[config.mk]
export PLATFORM = sky130hd
export DESIGN_NAME = spram_arb
export DESIGN_NICKNAME = d
export VERILOG_FILES = /design/src/rtl/spram_arb.sv
export SDC_FILE = /design/constraint.sdc
export NUM_CORES = 1
export LEC_CHECK = 0
export CORE_MARGIN = 5
export CORE_UTILIZATION = 23
export DETAILED_ROUTE_END_ITERATION = 8
export PLACE_DENSITY = 0.9
export SYNTH_ARGS = -nofsm -noshare
export SYNTH_HDL_FRONTEND = slang
export SYNTH_SLANG_ARGS = --single-unit
export TNS_END_PERCENT = 10
[constraint.sdc]
create_clock -name clk -period 1.5 [get_ports clk]
set_input_delay 0.15 -clock clk [delete_from_list [all_inputs] [get_ports clk]]
set_output_delay 0.15 -clock clk [all_outputs]
set_load 0.03 [all_outputs]
[src/rtl/spram_arb.sv]
// spram_arb: shares one single-port-style RAM (separate write/read ports,
// registered read address, one-cycle read latency) between two requesters.
// Port A is the CPU side, port B the video/DMA side. At most one access is
// granted per clock; read data returns with a per-port valid one cycle later.
module spram_arb #(
  parameter int width   = 8,
  parameter int widthad = 10,
  parameter int rr      = 1,
  parameter int maxwait = 15
) (
  input  logic               clk,
  input  logic               reset,
  // port A (CPU)
  input  logic               a_req,
  input  logic               a_we,
  input  logic [widthad-1:0] a_addr,
  input  logic [width-1:0]   a_wdata,
  output logic               a_ack,
  output logic               a_rvalid,
  output logic [width-1:0]   a_rdata,
  // port B (video / DMA)
  input  logic               b_req,
  input  logic               b_we,
  input  logic [widthad-1:0] b_addr,
  input  logic [width-1:0]   b_wdata,
  output logic               b_ack,
  output logic               b_rvalid,
  output logic [width-1:0]   b_rdata,
  // RAM side
  output logic [widthad-1:0] ram_wraddress,
  output logic               ram_wren,
  output logic [width-1:0]   ram_data,
  output logic [widthad-1:0] ram_rdaddress,
  input  logic [width-1:0]   ram_q
);

  // A zero maxwait still needs a one-bit counter so the declarations stay legal.
  localparam int BW = (maxwait > 0) ? $clog2(maxwait + 1) : 1;
  localparam logic [BW-1:0] MAXW = BW'(maxwait);

  // last_q: 1'b1 means B was granted last, 1'b0 means A.
  logic          last_q, last_d;
  logic [BW-1:0] bwait_q, bwait_d;
  logic          a_rvalid_q, a_rvalid_d;
  logic          b_rvalid_q, b_rvalid_d;

  logic          grant_a, grant_b, force_b;

  // Combinational arbitration: pick at most one winner this cycle.
  always_comb begin
    grant_a = 1'b0;
    grant_b = 1'b0;
    force_b = 1'b0;
    if (reset) begin
      grant_a = 1'b0;
      grant_b = 1'b0;
    end else if (rr != 0) begin
      if (a_req && b_req) begin
        // Contention goes to the port that was not served last.
        grant_a = last_q;
        grant_b = ~last_q;
      end else begin
        grant_a = a_req;
        grant_b = b_req;
      end
    end else begin
      // Starvation guard: B wins once it has waited maxwait cycles.
      force_b = (maxwait != 0) && (bwait_q == MAXW) && b_req;
      if (a_req && !force_b) begin
        grant_a = 1'b1;
      end else begin
        grant_b = b_req;
      end
    end
  end

  // Next-state logic for last winner, B wait counter and read-valid strobes.
  always_comb begin
    last_d     = last_q;
    bwait_d    = bwait_q;
    a_rvalid_d = grant_a & ~a_we;
    b_rvalid_d = grant_b & ~b_we;
    if (grant_a) begin
      last_d = 1'b0;
    end else if (grant_b) begin
      last_d = 1'b1;
    end else begin
      last_d = last_q;
    end
    if (b_req && !grant_b) begin
      if (bwait_q == MAXW) begin
        bwait_d = bwait_q;
      end else begin
        bwait_d = bwait_q + BW'(1);
      end
    end else begin
      bwait_d = '0;
    end
  end

  // State register; reset makes A win the first contention.
  always_ff @(posedge clk or posedge reset) begin
    if (reset) begin
      last_q     <= 1'b1;
      bwait_q    <= '0;
      a_rvalid_q <= 1'b0;
      b_rvalid_q <= 1'b0;
    end else begin
      last_q     <= last_d;
      bwait_q    <= bwait_d;
      a_rvalid_q <= a_rvalid_d;
      b_rvalid_q <= b_rvalid_d;
    end
  end

  // RAM port mux: winner drives address/data; A's values when idle.
  always_comb begin
    ram_wraddress = a_addr;
    ram_data      = a_wdata;
    ram_wren      = 1'b0;
    if (grant_b) begin
      ram_wraddress = b_addr;
      ram_data      = b_wdata;
      ram_wren      = b_we;
    end else if (grant_a) begin
      ram_wren      = a_we;
    end else begin
      ram_wren      = 1'b0;
    end
  end

  // The RAM registers the read address itself, so both ports share one address.
  assign ram_rdaddress = ram_wraddress;

  assign a_ack    = grant_a;
  assign b_ack    = grant_b;
  assign a_rvalid = a_rvalid_q;
  assign b_rvalid = b_rvalid_q;
  assign a_rdata  = ram_q;
  assign b_rdata  = ram_q;

endmodule

# Yosys cells after proc, flatten, opt, wreduce, memory -nomap -nowiden
# Index checks and enable logic that the tools add are counted.
[totals]
ff_bits = 3
input_bits = 50
output_inout_bits = 49
elab_cells = 20
[classes]
mux = 10
bitwise = 5
reduce_logical = 2
[op_table]
columns = ["cell", "count"]
rows = [
  ["two-way mux 10 bit", 1],
  ["two-way mux 1 bit", 8],
  ["two-way mux 8 bit", 1],
  ["NOT 1 bit", 3],
  ["AND 1 bit", 2],
  ["nonzero test 2 bit", 1],
  ["logical AND 1 bit", 1],
]

# Longest topological paths before layout
[logic_depth]
depth_word = 5
mapped_depth = 5
ltp_nobuf = 3

# Worst setup path before layout
# OpenSTA, ideal clock, no wires.
[synth_path]
path_type = "register -> output"
start = "register last_q"
end = "output ram_wraddress[0]"
arrival_ps = 1383
t_required_ps = 1350
slack_ps = -33
stages_incl_launch_ff = 6
path_buffers = 2
path_cell_list = "dfstp_2 -> nand2_1 -> nand2_2 -> buf_6 -> mux2_4 -> buf_4"
[synth_via]
elab_chain_len = 4
[synth_rtl]
columns = ["item", "line", "source"]
rows = [
  ["start: declaration", "42", "logic last_q, last_d;"],
  ["start signal: assignment", "109", "last_q <= last_d;"],
  ["NOT 1 bit", "61", "grant_b = ~last_q;"],
  ["two-way mux 1 bit", "58", "if (a_req && b_req) begin"],
  ["two-way mux 1 bit", "54", "if (reset) begin"],
  ["two-way mux 10 bit", "121", "if (grant_b) begin"],
  ["end: declaration", "30", "output logic [widthad-1:0] ram_wraddress,"],
]
# No other way between the ends.

# Final worst setup path
[layout_path]
start = "register last_q"
end = "output ram_rdaddress[3]"
[layout_via]
elab_chain_len = 4
[layout_rtl]
columns = ["item", "line", "source"]
rows = [
  ["NOT 1 bit", "61", ""],
  ["two-way mux 1 bit", "58", ""],
  ["two-way mux 1 bit", "54", ""],
  ["two-way mux 10 bit", "121", ""],
  ["end: declaration", "33", "output logic [widthad-1:0] ram_rdaddress,"],
]
# No other way between the ends.

==> impl_metrics.yaml <==
outcome:
  outcome: "complete, but fails checks"
  failing_checks: "setup timing"
layout:
  layout-drive-gt1-share: 0.542
  layout.nets: 171
  synthToLayoutAreaGrowth_pct: 115
  diodes: 0
  most_common_cell_after_layout_fill_and_taps_aside: "sky130_fd_sc_hd__clkdlybuf4s50_1"
  final_cell_mix: "sky130_fd_sc_hd__clkdlybuf4s50_1, sky130_fd_sc_hd__buf_6, sky130_fd_sc_hd__mux2_4"
placement:
  gpl.final_weighted_congestion: 0.695
  detailedPlacementHpwl_mm: 1.89
  placement.io_buffers: 74
global_route:
  grt_first_pass_wirelength_mm: 3.59
  grt_use_total: 0.116
  first_global_vias: 746
  overflow: 0
  grt_start_max_net_pins: 11
  grt_antenna_before_repair: 0
detailed_routing:
  first_pass_iters: 2
  remaining_drc_errors: 0
  routed_wirelength_mm: 2.27
  ant_nets: 0
  drtIter0Drc: 10
  routed_wire_length_per_instance_um: 15.0
  drt-vias-per-instance: 4.29
  via_count: 648
cts:
  cts.path.max_buffers: 2
  cts_made_buffers: 3
  cts.sink_count: 3
  cts_hold_buffers: 0
  cts_tree: "yes"
  clk_transition_reported_paths_ps: 40
  cts_htree_levels: 1
  clk_latency_ps: 240
  clock_tree.root_cell: "sky130_fd_sc_hd__clkbuf_4"
synth:
  synth_top_area_frac: 0.423
  synth_seq_cells: 3
  xor_xnor_share_of_the_synthesized_area: 0
  fraction_of_the_mapped_netlist_area_in_compound_gates: 0.0235
  post_synth_inst_count: 63
  synth-adder-area-share: 0
  post_synth_num_cell_types: 15
  syn-mean-instance-area_um2: 10.1
  syn-cell-area_um2: 639
  synth_warnings: 0
  synthTopCellsByArea: "sky130_fd_sc_hd__mux2_4, sky130_fd_sc_hd__buf_4, sky130_fd_sc_hd__dfrtp_1"
  synth_simple_gate_area_frac: 0.0822
  muxShareOfSynthArea: 0.423
  seq_area_frac_synth: 0.119
  postSynthNetCount: 113
  main_combinational_cell_family_by_area_after_synthesis: "multiplexers"
  synth_area_leader_cell: "sky130_fd_sc_hd__mux2_4"
floorplan:
  start_util: 0.236
  core.rowCount: 19
  top_level_ports: 99
  fp.dieArea_um2: 3930
  die_h_um: 62.7
  placeableCoreArea_um2: 2710
  die-width_um: 62.7
timing:
  worst_margin_slew_ps: 325
  max_freq_mhz: 574
  slew_headroom: 0.783
  setup_total_negative_slack_ps: -6290
  finalMaxSlewViolations: 0
  final.setup_skew_ps: 4.12
  layout_worst_path_cycle_share: 1.16
  setup_viol: 29
  final-hold-violation-count: 0
  setup_slack_ps: -241
  hold_ws_ps: 300
  unrepaired_setup_endpoints_after_global_routing: "yes"
  post_route_minimum_period_ps: 1740
setup_path:
  setup.worst_path.start_class: "flip-flop"
  crit_slowest_cell: "sky130_fd_sc_hd__dfstp_2"
  critical_path_arrival_ps: 1590
  timing.critical_path.required_ps: 1350
  critical_path_buf_inv_count: 2
  worstPathCellList: "nand2_2, nand2_4, clkbuf_16, mux2_4, buf_6"
  end_kind: "primary output"
  cpPeakStageDelay_ps: 530
  cp_top_family: "flip-flops"
  crit_fanout: 5
  crit_type: "reg -> out"
hold_path:
  hold_path_class: "in -> out"
power_and_ir_drop:
  peakVddDrop_uv: 467
  total_power_per_unit_cell_area_nw_per_um2: 615
  power.leakage_nw: 0.675
flow_run:
  drv_cap: 0
[worst paths after layout]
kind / slack, ps / end / depth (start not counted) / start
min in group asynchronous: 330 / a_rvalid / 3 / reset
worst max-delay path: -240 / ram_rdaddress[3] / 5 / last_q
worst min register to register: 670 / last_q / 2 / last_q
max in group asynchronous: 960 / last_q / 3 / reset
worst min-delay path: 300 / a_rdata[1] / 0 / ram_q[1]
worst max register to register: 460 / b_rvalid / 4 / last_q
[stage by stage]
| step | std cells | worst slack, ps | cell area [um^2] | util | total power, mW |
|---|---|---|---|---|---|
| 2_1_floorplan | 63 | 4.91 | 683 | - | 0.508 |
| 3_3_place_gp | 145 | -593 | 1260 | 0.464 | 0.645 |
| 3_5_place_dp | 145 | -624 | 1260 | 0.464 | 0.655 |
| 4_1_cts | 150 | -265 | 1300 | 0.480 | 0.830 |
| 5_1_grt | 151 | -294 | 1380 | 0.508 | 0.896 |
| 6_report | 151 | -241 | 1380 | 0.508 | 0.847 |
[logic make-up (layout without fill, tap and decap cells)]
family,count (synthesis),after routing
multiplexers,18,18
AO/OA/AOI/OAI,2,2
flip-flops,3,3
buffers and inverters,30,87
AND/OR/NAND/NOR,10,10
[sequential cells by signal (all words and copies together) (netlist names)]
| register | cells |
|---|---|
| a_rvalid | 1 |
| last_q | 1 |
| b_rvalid | 1 |
[cell type report]
type | instances | area (um^2)
clock buffers | 4 | 26.3
fillers | 249 | 1330
inverters | 2 | 7.51
multi-input cells | 30 | 354
flip-flops and latches | 3 | 76.3
well taps | 31 | 38.8
repair buffers | 81 | 875
[power breakdown]
group          leakage [nW]  total [mW]  internal, mW  switching [mW]
clock network        0.0150       0.148         0.100          0.0478
registers            0.0377      0.0971        0.0928         0.00421
logic                 0.622       0.602         0.336           0.267
[what timing repair did]
item | CTS | global route
endpoints found under the setup margin | 30 | 31
gates resized for setup | 183 | 16
buffers inserted | 0 | 0
gates cloned | 1 | 1
pin swaps | 0 | 1
[synth_stat cells]
master / number
sky130_fd_sc_hd__inv_1: 2
sky130_fd_sc_hd__nor2b_2: 1
sky130_fd_sc_hd__buf_6: 2
sky130_fd_sc_hd__a21oi_1: 1
sky130_fd_sc_hd__nor2_1: 2
sky130_fd_sc_hd__nand2_1: 2
sky130_fd_sc_hd__dfstp_2: 1
sky130_fd_sc_hd__nor3_1: 1
sky130_fd_sc_hd__dfrtp_1: 2
sky130_fd_sc_hd__nand3_1: 2
sky130_fd_sc_hd__mux2_4: 18
sky130_fd_sc_hd__or2b_1: 1
sky130_fd_sc_hd__buf_4: 26
sky130_fd_sc_hd__o22a_2: 1
sky130_fd_sc_hd__nand2_2: 1
[worst reg2reg max path, stage by stage, from the launching register on]
cell and delay, ps:
sky130_fd_sc_hd__dfstp_2 530, sky130_fd_sc_hd__nand2_2 70, sky130_fd_sc_hd__nand2_4 120, sky130_fd_sc_hd__buf_16 150
sky130_fd_sc_hd__nor2_1 50
[layer usage]
layer  GRT usage  wire length (um)
met5           0                 0
met2       0.237              1320
met1      0.0948               675
met3      0.0378               240
met4      0.0610                31
Power figures use the tool's default switching activity.
